<file path="config.mk">
export PLATFORM = sky130hd
export DESIGN_NAME = bound_lookup_arbiter_flat
export DESIGN_NICKNAME = d
export VERILOG_FILES = /design/src/rtl/bound_lookup_arbiter_if.sv /design/src/rtl/bound_lookup_arbiter.sv /design/src/flat_wrapper.sv
export SDC_FILE = /design/constraint.sdc
export NUM_CORES = 1
export LEC_CHECK = 0
export ABC_AREA = 0
export CORE_MARGIN = 5
export CORE_UTILIZATION = 50
export CTS_BUF_LIST = sky130_fd_sc_hd__clkbuf_4 sky130_fd_sc_hd__clkbuf_8
export DETAILED_ROUTE_END_ITERATION = 6
export GPL_TIMING_DRIVEN = 0
export PLACE_DENSITY = 0.95
export SLEW_MARGIN = 25
export SYNTH_ARGS = -nofsm -noshare
export SYNTH_HDL_FRONTEND = slang
export SYNTH_SLANG_ARGS = --single-unit
export TNS_END_PERCENT = 5
</file>
<file path="constraint.sdc">
create_clock -name Clk -period 13.3 [get_ports Clk]
set_clock_uncertainty 0.2 [all_clocks]
set_input_delay 3.99 -clock Clk [delete_from_list [all_inputs] [get_ports Clk]]
set_output_delay 3.99 -clock Clk [all_outputs]
set_load 0.005 [all_outputs]
</file>
<file path="src/rtl/bound_lookup_arbiter_if.sv">
// Bundle between the probe requesters, the bound ROM read port and the lookup arbiter.
// The arbiter takes the slave side; requesters plus ROM sit on the master side.
interface bound_lookup_arbiter_if #(
   parameter int NUM_REQ = 4
);
   logic [NUM_REQ-1:0]    req;
   logic [NUM_REQ*10-1:0] req_x;
   logic [NUM_REQ*10-1:0] req_y;
   logic [NUM_REQ-1:0]    grant;
   logic [18:0]           ram_address;
   logic                  ram_q;
   logic [NUM_REQ-1:0]    rsp_valid;
   logic [NUM_REQ-1:0]    result;
   logic                  busy;

   modport slave (
      input  req, req_x, req_y, ram_q,
      output grant, ram_address, rsp_valid, result, busy
   );

   modport master (
      output req, req_x, req_y, ram_q,
      input  grant, ram_address, rsp_valid, result, busy
   );
endinterface

</file>
<file path="src/rtl/bound_lookup_arbiter.sv">
// Round-robin sharing of one bound-ROM read port between NUM_REQ probe requesters.
// Each grant carries a tag down a fixed-latency pipeline that steers ram_q back to its owner.
module bound_lookup_arbiter #(
   parameter int NUM_REQ     = 4,
   parameter int LINE_W      = 640,
   parameter int NUM_ROWS    = 480,
   parameter int X_OFF       = 16,
   parameter int Y_OFF       = 6,
   parameter int RAM_LATENCY = 2
) (
   input logic                   Clk,
   input logic                   Reset,
   bound_lookup_arbiter_if.slave bus
);
   localparam int IDX_W = $clog2(NUM_REQ);

   typedef logic [IDX_W-1:0] idx_t;
   typedef struct packed {
      logic valid;
      idx_t idx;
      logic oob;
   } tag_t;

   logic [NUM_REQ-1:0] grant_q, grant_d;
   logic [NUM_REQ-1:0] rsp_valid_q, rsp_valid_d;
   logic [NUM_REQ-1:0] result_q, result_d;
   logic [NUM_REQ-1:0] inflight_q, inflight_d;
   logic [18:0]        ram_address_q, ram_address_d;
   idx_t               ptr_q, ptr_d;
   tag_t               tag_q [0:RAM_LATENCY];
   tag_t               tag_d;
   tag_t               tail;

   logic [NUM_REQ-1:0] eligible;
   logic               found;
   idx_t               win_idx, cand;
   logic [9:0]         sel_x, sel_y;
   logic [10:0]        xx, yy;
   logic [18:0]        addr_in_range;
   logic               oob;

   assign eligible = bus.req & ~inflight_q;

   // NOTE: every variable gets a default before any conditional write, so no latch is inferred.
   always_comb begin
      found   = 1'b0;
      win_idx = '0;
      cand    = '0;
      sel_x   = '0;
      sel_y   = '0;
      for (int k = 0; k < NUM_REQ; k++) begin
         cand = idx_t'((int'(ptr_q) + k) % NUM_REQ);
         if (!found && eligible[cand]) begin
            found   = 1'b1;
            win_idx = cand;
         end
      end
      for (int k = 0; k < NUM_REQ; k++) begin
         if (idx_t'(k) == win_idx) begin
            sel_x = bus.req_x[k*10 +: 10];
            sel_y = bus.req_y[k*10 +: 10];
         end
      end
   end

   // Only in-range addresses reach the ROM, and those always fit in 19 bits.
   assign xx            = 11'(sel_x) + 11'(X_OFF);
   assign yy            = 11'(sel_y) + 11'(Y_OFF);
   assign oob           = (yy >= 11'(NUM_ROWS)) || (xx >= 11'(LINE_W));
   assign addr_in_range = 19'(yy) * 19'(LINE_W) + 19'(xx);
   assign tail          = tag_q[RAM_LATENCY];

   always_comb begin
      grant_d       = '0;
      ram_address_d = ram_address_q;
      ptr_d         = ptr_q;
      tag_d         = '0;
      if (found) begin
         grant_d[win_idx] = 1'b1;
         ptr_d            = (win_idx == idx_t'(NUM_REQ - 1)) ? '0 : win_idx + idx_t'(1);
         tag_d            = '{valid: 1'b1, idx: win_idx, oob: oob};
         if (!oob) ram_address_d = addr_in_range;
      end

      rsp_valid_d = '0;
      result_d    = result_q;
      if (tail.valid) begin
         rsp_valid_d[tail.idx] = 1'b1;
         result_d[tail.idx]    = tail.oob | bus.ram_q;
      end
      inflight_d = (inflight_q & ~rsp_valid_d) | grant_d;
   end

   // NOTE: state registers use non-blocking assignment so every flop samples pre-edge values.
   always_ff @(posedge Clk or posedge Reset) begin
      if (Reset) begin
         grant_q       <= '0;
         rsp_valid_q   <= '0;
         result_q      <= '0;
         inflight_q    <= '0;
         ram_address_q <= '0;
         ptr_q         <= '0;
         // NOTE: the tag pipeline is reset (unlike a data array) since a stale valid bit would fire a response.
         for (int s = 0; s <= RAM_LATENCY; s++) tag_q[s] <= '0;
      end else begin
         grant_q       <= grant_d;
         rsp_valid_q   <= rsp_valid_d;
         result_q      <= result_d;
         inflight_q    <= inflight_d;
         ram_address_q <= ram_address_d;
         ptr_q         <= ptr_d;
         tag_q[0]      <= tag_d;
         for (int s = 1; s <= RAM_LATENCY; s++) tag_q[s] <= tag_q[s-1];
      end
   end

   assign bus.grant       = grant_q;
   assign bus.rsp_valid   = rsp_valid_q;
   assign bus.result      = result_q;
   assign bus.ram_address = ram_address_q;
   assign bus.busy        = |inflight_q;
endmodule
</file>
<file path="src/flat_wrapper.sv">
// flat-port wrapper written by rule: the top's interface ports become plain ports
module bound_lookup_arbiter_flat 
#(
   parameter int NUM_REQ     = 4,
   parameter int LINE_W      = 640,
   parameter int NUM_ROWS    = 480,
   parameter int X_OFF       = 16,
   parameter int Y_OFF       = 6,
   parameter int RAM_LATENCY = 2
)
  (Clk, Reset, bus_req, bus_req_x, bus_req_y, bus_ram_q, bus_grant, bus_ram_address, bus_rsp_valid, bus_result, bus_busy);
  bound_lookup_arbiter_if #(.NUM_REQ(NUM_REQ)) bus_i ();
  input logic Clk;
  input logic Reset;
  input wire logic [$bits(bus_i.req)-1:0] bus_req;
  input wire logic [$bits(bus_i.req_x)-1:0] bus_req_x;
  input wire logic [$bits(bus_i.req_y)-1:0] bus_req_y;
  input wire logic [$bits(bus_i.ram_q)-1:0] bus_ram_q;
  output wire logic [$bits(bus_i.grant)-1:0] bus_grant;
  output wire logic [$bits(bus_i.ram_address)-1:0] bus_ram_address;
  output wire logic [$bits(bus_i.rsp_valid)-1:0] bus_rsp_valid;
  output wire logic [$bits(bus_i.result)-1:0] bus_result;
  output wire logic [$bits(bus_i.busy)-1:0] bus_busy;
  assign bus_i.req = bus_req;
  assign bus_i.req_x = bus_req_x;
  assign bus_i.req_y = bus_req_y;
  assign bus_i.ram_q = bus_ram_q;
  assign bus_grant = bus_i.grant;
  assign bus_ram_address = bus_i.ram_address;
  assign bus_rsp_valid = bus_i.rsp_valid;
  assign bus_result = bus_i.result;
  assign bus_busy = bus_i.busy;
  bound_lookup_arbiter #(.NUM_REQ(NUM_REQ), .LINE_W(LINE_W), .NUM_ROWS(NUM_ROWS), .X_OFF(X_OFF), .Y_OFF(Y_OFF), .RAM_LATENCY(RAM_LATENCY)) u_core (.Clk(Clk), .Reset(Reset), .bus(bus_i));
endmodule
</file>
Yosys cells after proc, flatten, opt, wreduce, memory -nomap -nowiden
Index checks and enable logic that the tools add are counted.
{"block": "word_totals", "word_cells": 89, "output_inout_bits": 32, "reg_bits": 49}
{"block": "op_classes", "n_mul": 1, "bitwise_logic": 7, "add_sub_neg": 7, "muxes": 33, "reduce_logical": 12, "n_eq_ne": 4, "n_lt_le_gt_ge": 10}
{"cell": "10-bit 2-to-1 mux", "count": 8}
{"cell": "19-bit by 11-bit adder with 19-bit output", "count": 1}
{"cell": "2-bit by 3-bit less-than comparator with 1-bit output (second input constant)", "count": 6}
{"cell": "11-bit by 3-bit multiplier with 12-bit output (second input constant)", "count": 1}
{"cell": "4-bit 2-to-1 mux", "count": 3}
{"cell": "10-bit by 3-bit adder with 11-bit output (second input constant)", "count": 1}
{"cell": "10-bit by 5-bit adder with 11-bit output (second input constant)", "count": 1}
{"cell": "11-bit by 10-bit greater-or-equal comparator with 1-bit output (second input constant)", "count": 1}
{"cell": "11-bit by 9-bit greater-or-equal comparator with 1-bit output (second input constant)", "count": 1}
{"cell": "1-bit 2-to-1 mux", "count": 10}
{"cell": "2-bit 2-to-1 mux", "count": 5}
{"cell": "4-bit bitwise AND", "count": 2}
{"cell": "1-bit binary-select mux with 2-bit select", "count": 4}
{"cell": "4-bit NOT", "count": 2}
{"cell": "1-bit logical AND", "count": 5}
{"cell": "2-bit by 1-bit adder with 2-bit output (second input constant)", "count": 2}
{"cell": "2-bit adder (second input constant)", "count": 2}
{"cell": "4-bit bitwise mux", "count": 1}
{"cell": "1-bit demux with 2-bit select", "count": 2}
{"cell": "2-bit == test (first input constant)", "count": 2}
{"cell": "2-bit by 1-bit greater-or-equal comparator with 1-bit output (second input constant)", "count": 2}
{"cell": "4-bit bitwise OR", "count": 1}
{"cell": "4-bit OR reduction", "count": 1}
{"cell": "1-bit zero test", "count": 3}
{"cell": "7 further kinds", "count": 7}

Longest topological paths before layout
Gate-level depths: netlist of the first run.
{"block": "depth", "ltp_word": 24, "mapped_depth": 26}

Worst setup path before layout of the first run
Ideal clock, no wire load.
{"block": "synth_timing", "path_type": "input to register", "from": "input port bus_req[1]", "to": "register u_core.ram_address_q[18], in the netlist u_core.bus.ram_address[18]", "arrival_ns": 9.012, "n_path_buf": 4, "stages": 24, "setup_slack_ns": 3.968, "t_required_ns": 12.980, "path_cell_list": "nor2b_1 a21boi_0 o22ai_1 a21oi_1 ha_1 buf_2 buf_2 clkbuf_1 nand2_1 o21a_1 ha_1 buf_2 xor2_1 ha_1 ha_1 fa_1 a21o_1 a2111o_1 a21o_1 a21o_1 a2111oi_0 nor2_1 a21o_1 a31o_2"}
{"block": "synth_between", "elab_chain_len": 23, "elab_cells_between_ends": 44, "cone_classes": "add/sub (3); mul (1); order compare (2); eq/ne (3); mux (24); bitwise (2); reduce/logical (9)"}
{"element": "start, declared", "line_no": "flat_wrapper.sv:15", "source": "input wire logic [$bits(bus_i.req)-1:0] bus_req;"}
{"element": "4-bit bitwise AND *", "line_no": "bound_lookup_arbiter.sv:42", "source": "assign eligible = bus.req & ~inflight_q;"}
{"element": "parallel branches: the longest is 22 deep, another holds 1-bit binary-select mux with 2-bit select"}
{"element": "end signal, assigned", "line_no": "bound_lookup_arbiter.sv:110", "source": "ram_address_q <= ram_address_d;"}
{"element": "end, declared", "line_no": "bound_lookup_arbiter.sv:28", "source": "logic [18:0] ram_address_q, ram_address_d;"}
Mark *: on every way between the ends. The select of a mux whose other input is x is not followed.
A chain may end at the register's enable or synchronous reset.

Worst setup path in the final report of the first run
Same ends and word-level chain as after synthesis.

==> results of run 1 <==
metrics by stage:
stage | area, µm² | std cells | util [%]
final | 5130 | 622 | 71.1
after global routing | 5130 | 622 | 71.1
after CTS | 5130 | 622 | 71.1
after detailed placement | 5030 | 614 | 69.7
after global placement | 5000 | 613 | 69.4
after floorplan | 3700 | 396 | -
routing by layer:
metal  wire length [µm]  GRT usage [%]  vias up
li1                   -              -     1664
met1               4060           26.8     1645
met4                235           7.58        0
met2               5290           43.4      167
met5                  0              0        -
met3                982           4.14       22
placed cells by master (no fill, tap or decap), types with 3 or more instances in the layout:
cell / synthesis / routed
a21oi_1: 23 / 23
o21ai_0: 26 / 26
nor2b_1: 9 / 9
nand2_1: 42 / 42
ha_1: 25 / 25
nor2_1: 23 / 23
o221ai_2: 6 / 6
o21ai_1: 3 / 3
nand2b_1: 14 / 14
and3_1: 3 / 3
and2_1: 4 / 4
o221a_2: 4 / 4
inv_1: 23 / 22
xor2_1: 10 / 10
mux2_2: 9 / 9
mux2i_1: 5 / 5
xnor2_1: 18 / 18
a21o_1: 9 / 9
buf_2: 7 / 7
a2111oi_0: 3 / 3
mux2_4: 7 / 7
clkdlybuf4s50_1: 0 / 118
nand3b_1: 5 / 5
nor3_1: 7 / 7
a221o_1: 4 / 4
nand3_1: 6 / 6
clkbuf_8: 0 / 5
buf_6: 5 / 5
dfrtp_1: 49 / 49
flip-flops by register name, summed over array words and instances (netlist names):
register,count
u_core.ptr_q,2
u_core.bus.ram_address,19
u_core.bus.rsp_valid,4
u_core.bus.grant,4
u_core.tag_q,12
u_core.inflight_q,4
u_core.bus.result,4
cell type report:
type	instances	area [µm²]	area share [%]
multi-input combinational	308	2270	44.2
sequential	49	1230	23.9
timing repair buffer	119	1200	23.4
buffer	16	125	2.44
tap	99	124	2.42
inverter	23	86.3	1.68
clock buffer	5	68.8	1.34
clock inverter	3	28.8	0.561
how the worst max path moves through the flow:
stage                           from                                endpoint  slack, ns  depth (start not counted)
final                     bus_req[1]  u_core.bus.ram_address[18]$_DFFE_PP0P_       2.72                         24
after global routing      bus_req[1]  u_core.bus.ram_address[18]$_DFFE_PP0P_       2.30                         24
after CTS                 bus_req[1]  u_core.bus.ram_address[18]$_DFFE_PP0P_       2.81                         24
after detailed placement  bus_req[1]  u_core.bus.ram_address[18]$_DFFE_PP0P_       2.48                         24
after global placement    bus_req[1]  u_core.bus.ram_address[18]$_DFFE_PP0P_       2.77                         24
after floorplan           bus_req[1]  u_core.bus.ram_address[18]$_DFFE_PP0P_       3.97                         24
cell families after synthesis:
logic type,share of synthesized area [%]
xor+xnor,6.63
mux,6.93
flops,33.1
fa+ha+maj,9.54
simple gates,18.2
compound gates,19.9
buf+inv,5.71
==> flow_metrics.py, run 1 <==
metrics = {
    "outcome": {
        "status": "completed",
    },
    "cts": {
        "h-tree-depth": 2,
        "cts_hold_buf": 0,
        "clock_path_buffers": 2,
        "cts_setup_buffers": 0,
        "clk_pin_slew_ns": 0.11,
        "cts_inserted_buffers": 5,
        "cts_tree": "yes",
        "cts.repair.resized": 0,
        "root_buffer": "clkbuf_8",
        "cts_sinks": 49,
        "worstSkewPairLatency_ns": 0.31,
    },
    "route": {
        "ant_nets": 0,
        "wl_um": 10600,
        "vias": 3498,
        "drt_pass1_iterations": 6,
        "viasPerCell": 5.62,
        "drc": 0,
        "drt_iter0_drc": 244,
        "routedWlPerCell_um": 17.0,
    },
    "hold_path": {
        "hp-start": "u_core.tag_q[4]$_DFF_PP0_",
        "hold_class": "flip-flop to flip-flop",
        "whs_path_depth": 0,
        "hold_path_end": "u_core.tag_q[0]$_DFF_PP0_",
    },
    "synthesis": {
        "synth_fp_nets": 510,
        "synth.ff_latch_count": 49,
        "synth_edf_count": 0,
        "syn_avg_cell_area_um2": 9.34,
        "synthFlopType": "dfrtp_1",
        "synth.top_cells.by_count": "dfrtp_1 (49), nand2_1 (42), o21ai_0 (26)",
        "postSynth.asyncResetShare_pct": 100,
        "yosysSeqAreaShare_pct": 33.1,
        "synth_top_area_share_pct": 33.1,
        "yosys_warnings": 0,
        "synth_area_leader_cell": "dfrtp_1",
        "syn-cell-area_um2": 3700,
        "syn_inst": 396,
        "synth_cell_types": 62,
        "synth_area_leaders": "dfrtp_1 (33%), ha_1 (8.5%), nand2_1 (4.3%), xnor2_1 (4.3%), o21ai_0 (3.5%)",
        "synth.most_common_cell": "dfrtp_1",
    },
    "setup_path": {
        "crit_chain": "clkdlybuf4s50_1, nor2b_1, a21boi_0, o22ai_1, a21oi_1, ha_1, buf_2, buf_2, clkbuf_1, mux2i_1, ha_1, buf_2, xor2_1, ha_1, ha_1, fa_1, a21o_1, a2111o_1, a21o_1, a21o_1, a2111oi_0, nor2_1, a21o_1, a31o_2",
        "endpoint_kind": "flip-flop",
        "cpPeakStageDelay_ns": 0.45,
        "crit_type": "input port to flip-flop",
        "ff2ff_path_depth": 23,
        "timing.rr.start": "u_core.inflight_q[1]$_DFF_PP0_",
        "path_buf_inv": 5,
        "cpMaxStageDelayCell": "clkdlybuf4s50_1",
        "cp_max_fo": 10,
        "worstPathArrival_ns": 10.58,
        "regToRegSetupSlack_ns": 6.43,
        "crit_path_start_kind": "input port",
        "crit_required_ns": 13.30,
        "cp_top_family": "compound AO/OA/AOI/OAI gates",
        "rr_endpoint": "u_core.bus.ram_address[18]$_DFFE_PP0P_",
    },
    "timing": {
        "fmax_ghz": 0.0945,
        "setup_ws_ns": 2.72,
        "period_share_pct": 79.5,
        "fin_hold_ws_ns": 0.147,
        "setup_violations": 0,
        "tightest_slew_ns": 0.821,
        "drv_slew": 0,
        "finalSetupTns_ns": 0,
        "rsz0062_at_grt": "false",
        "slew_headroom_pct": 44.8,
        "finalHoldViolCount": 0,
        "post-route-min-period_ns": 10.58,
    },
    "floorplan": {
        "rows": 31,
        "initial_utilization_pct": 51.3,
        "io_pins": 119,
        "die_h_um": 96.0,
        "dieArea_um2": 9220,
        "core_region_area_um2": 7210,
        "dieWidth_um": 96.0,
    },
    "layout": {
        "drive_gt1_share_pct": 11.7,
        "antenna_cells": 0,
        "areaGrowthSynthToFinish_pct": 38.6,
        "num-nets-final": 636,
        "nFillCells": 519,
    },
    "global_routing": {
        "grt-ovfl-total": 0,
        "antenna_found_initial": 0,
        "grt_usage_pct": 23.4,
        "grt_pass1_vias": 3593,
        "grt_pass1_wl_um": 16700,
        "grt_max_degree": 36,
    },
    "placed_design": {
        "place_congestion": 0.887,
        "io_buffers": 118,
        "place_hpwl_um": 8720,
        "dp_slack_ns": 2.48,
    },
    "job": {
        "cap_violations": 0,
    },
}
Power of run 1 is left out: the tool's default activity adds up to more than one toggle a clock period on the data nets, which glitch-free logic cannot reach.
==> inputs of run 2 (changes only) <==
- CORE_UTILIZATION: 50 -> 48
- PLACE_DENSITY: 0.95 -> 0.94
- clock period: 13.3 -> 10.7 ns (I/O delays scaled with it)
==> run 2 against run 1 <==
Net effect:
- final cell count up 0.48%
- core utilization down 3.3 points
- global-route usage down 0.84 points
- register-to-register slack worse by 2.7 ns
- wire length up 3.6%
- sequential cell count unchanged
- final area up 0.49%
- worst hold slack better by 0.013 ns
- critical path type unchanged
==> flow_metrics.py, run 2 (same netlist as run 1, synthesis figures left out) <==
metrics = {
    "layout": {
        "num-nets-final": 636,
        "largest_reg_flops": 19,
        "drive_gt1_share_pct": 11.7,
        "nFillCells": 565,
        "final_common_cell": "clkdlybuf4s50_1",
        "areaGrowthSynthToFinish_pct": 39.3,
        "antenna_cells": 0,
        "final_cell_mix": "clkdlybuf4s50_1 (118), dfrtp_1 (49), nand2_1 (42), o21ai_0 (26), ha_1 (25)",
    },
    "setup_path": {
        "crit_type": "input port to flip-flop",
        "cpMaxStageDelayCell": "clkdlybuf4s50_1",
        "crit_required_ns": 10.71,
        "cp_max_fo": 10,
        "endpoint_kind": "flip-flop",
        "worstPathArrival_ns": 9.92,
        "crit_path_start_kind": "input port",
        "cpPeakStageDelay_ns": 0.46,
        "crit_chain": "clkdlybuf4s50_1, nor2b_1, a21boi_0, o22ai_1, a21oi_1, ha_1, buf_2, buf_2, clkbuf_1, o21a_1, ha_1, buf_2, xor2_1, ha_1, ha_1, fa_1, a21o_1, a2111o_1, a21o_1, a21o_1, a2111oi_0, nor2_1, a21o_1, a31o_2",
    },
    "cts": {
        "clock_path_buffers": 2,
        "cts_hold_buf": 0,
        "root_buffer": "clkbuf_8",
        "cts_setup_buffers": 0,
        "cts.repair.resized": 0,
        "h-tree-depth": 2,
        "worstSkewPairLatency_ns": 0.31,
        "cts_tree": "yes",
        "clk_pin_slew_ns": 0.10,
        "cts_inserted_buffers": 5,
        "cts_sinks": 49,
    },
    "timing": {
        "finalHoldViolCount": 0,
        "post-route-min-period_ns": 9.92,
        "fmax_ghz": 0.101,
        "rsz0062_at_grt": "false",
        "drv_slew": 0,
        "setup_violations": 0,
        "period_share_pct": 92.7,
        "slew_headroom_pct": 33.4,
        "finalSetupTns_ns": 0,
        "tightest_slew_ns": 0.991,
        "setup_ws_ns": 0.781,
    },
    "placed_design": {
        "place_congestion": 0.942,
        "dp_slack_ns": 0.643,
        "place_hpwl_um": 8550,
        "io_buffers": 118,
    },
    "floorplan": {
        "initial_utilization_pct": 48.6,
        "dieWidth_um": 97.8,
        "rows": 32,
        "die_h_um": 97.8,
        "io_pins": 119,
        "dieArea_um2": 9560,
        "core_region_area_um2": 7610,
    },
    "global_routing": {
        "grt_max_degree": 35,
        "grt-ovfl-total": 0,
        "grt_pass1_wl_um": 17700,
        "grt_pass1_vias": 3620,
        "antenna_found_initial": 0,
        "grt_usage_pct": 22.5,
    },
    "route": {
        "wl_um": 10900,
        "routedWlPerCell_um": 17.5,
        "drt_iter0_drc": 285,
        "vias": 3611,
        "drt_pass1_iterations": 5,
        "viasPerCell": 5.78,
        "ant_nets": 0,
        "drc": 0,
    },
    "job": {
        "cap_violations": 0,
    },
    "hold_path": {
        "hold_class": "flip-flop to flip-flop",
    },
    "outcome": {
        "status": "completed",
    },
}
run 2: final timing paths:
path	slack, ns	cells past startpoint	to	startpoint
setup / recovery	0.78	24	u_core.bus.ram_address[18]$_DFFE_PP0P_	bus_req[1]
hold / removal	0.16	0	u_core.tag_q[5]$_DFF_PP0_	u_core.tag_q[9]$_DFF_PP0_
setup reg to reg	3.71	23	u_core.bus.ram_address[18]$_DFFE_PP0P_	u_core.inflight_q[1]$_DFF_PP0_
hold reg to reg	0.16	0	u_core.tag_q[5]$_DFF_PP0_	u_core.tag_q[9]$_DFF_PP0_
max in group asynchronous	6.83	3	u_core.tag_q[4]$_DFF_PP0_	Reset
min in group asynchronous	2.98	2	u_core.bus.ram_address[13]$_DFFE_PP0P_	Reset
run 2: area by class of cell:
| class | instances | area (µm²) | share of cell area (%) |
|---|---|---|---|
| timing repair buffer | 119 | 1200 | 23.3 |
| inverter | 23 | 86.3 | 1.68 |
| multi-input combinational | 308 | 2270 | 44.0 |
| tap | 102 | 128 | 2.48 |
| clock buffer | 5 | 68.8 | 1.34 |
| sequential | 49 | 1230 | 23.8 |
| clock inverter | 3 | 50.0 | 0.971 |
| buffer | 16 | 125 | 2.43 |
run 2: critical path: cells and delay by family:
family / cells / cell delay, ns
compound gates: 11 / 2.83
xor+xnor: 1 / 0.31
buf+inv: 5 / 1.62
fa+ha+maj: 5 / 1.50
simple gates: 2 / 0.45
run 2: metal layers:
layer / up-vias / track usage, % / part of all wire [%]
met3: 22 / 3.79 / 7.2
met1: 1743 / 27.8 / 40
li1: 1664 / - / -
met2: 182 / 40.2 / 50
met4: 0 / 6.82 / 2.3
met5: - / 0 / 0
run 2: per-stage QoR:
stage | utilization, % | std cells | cell area [µm²] | hold WS, ns
after floorplan | - | 396 | 3700 | 0.131
after global placement | 65.8 | 616 | 5010 | 0.132
after detailed placement | 66.2 | 617 | 5030 | 0.136
after CTS | 67.7 | 625 | 5150 | 0.159
after global routing | 67.7 | 625 | 5150 | 0.160
final | 67.7 | 625 | 5150 | 0.161
Power of run 2 is left out for the same reason.
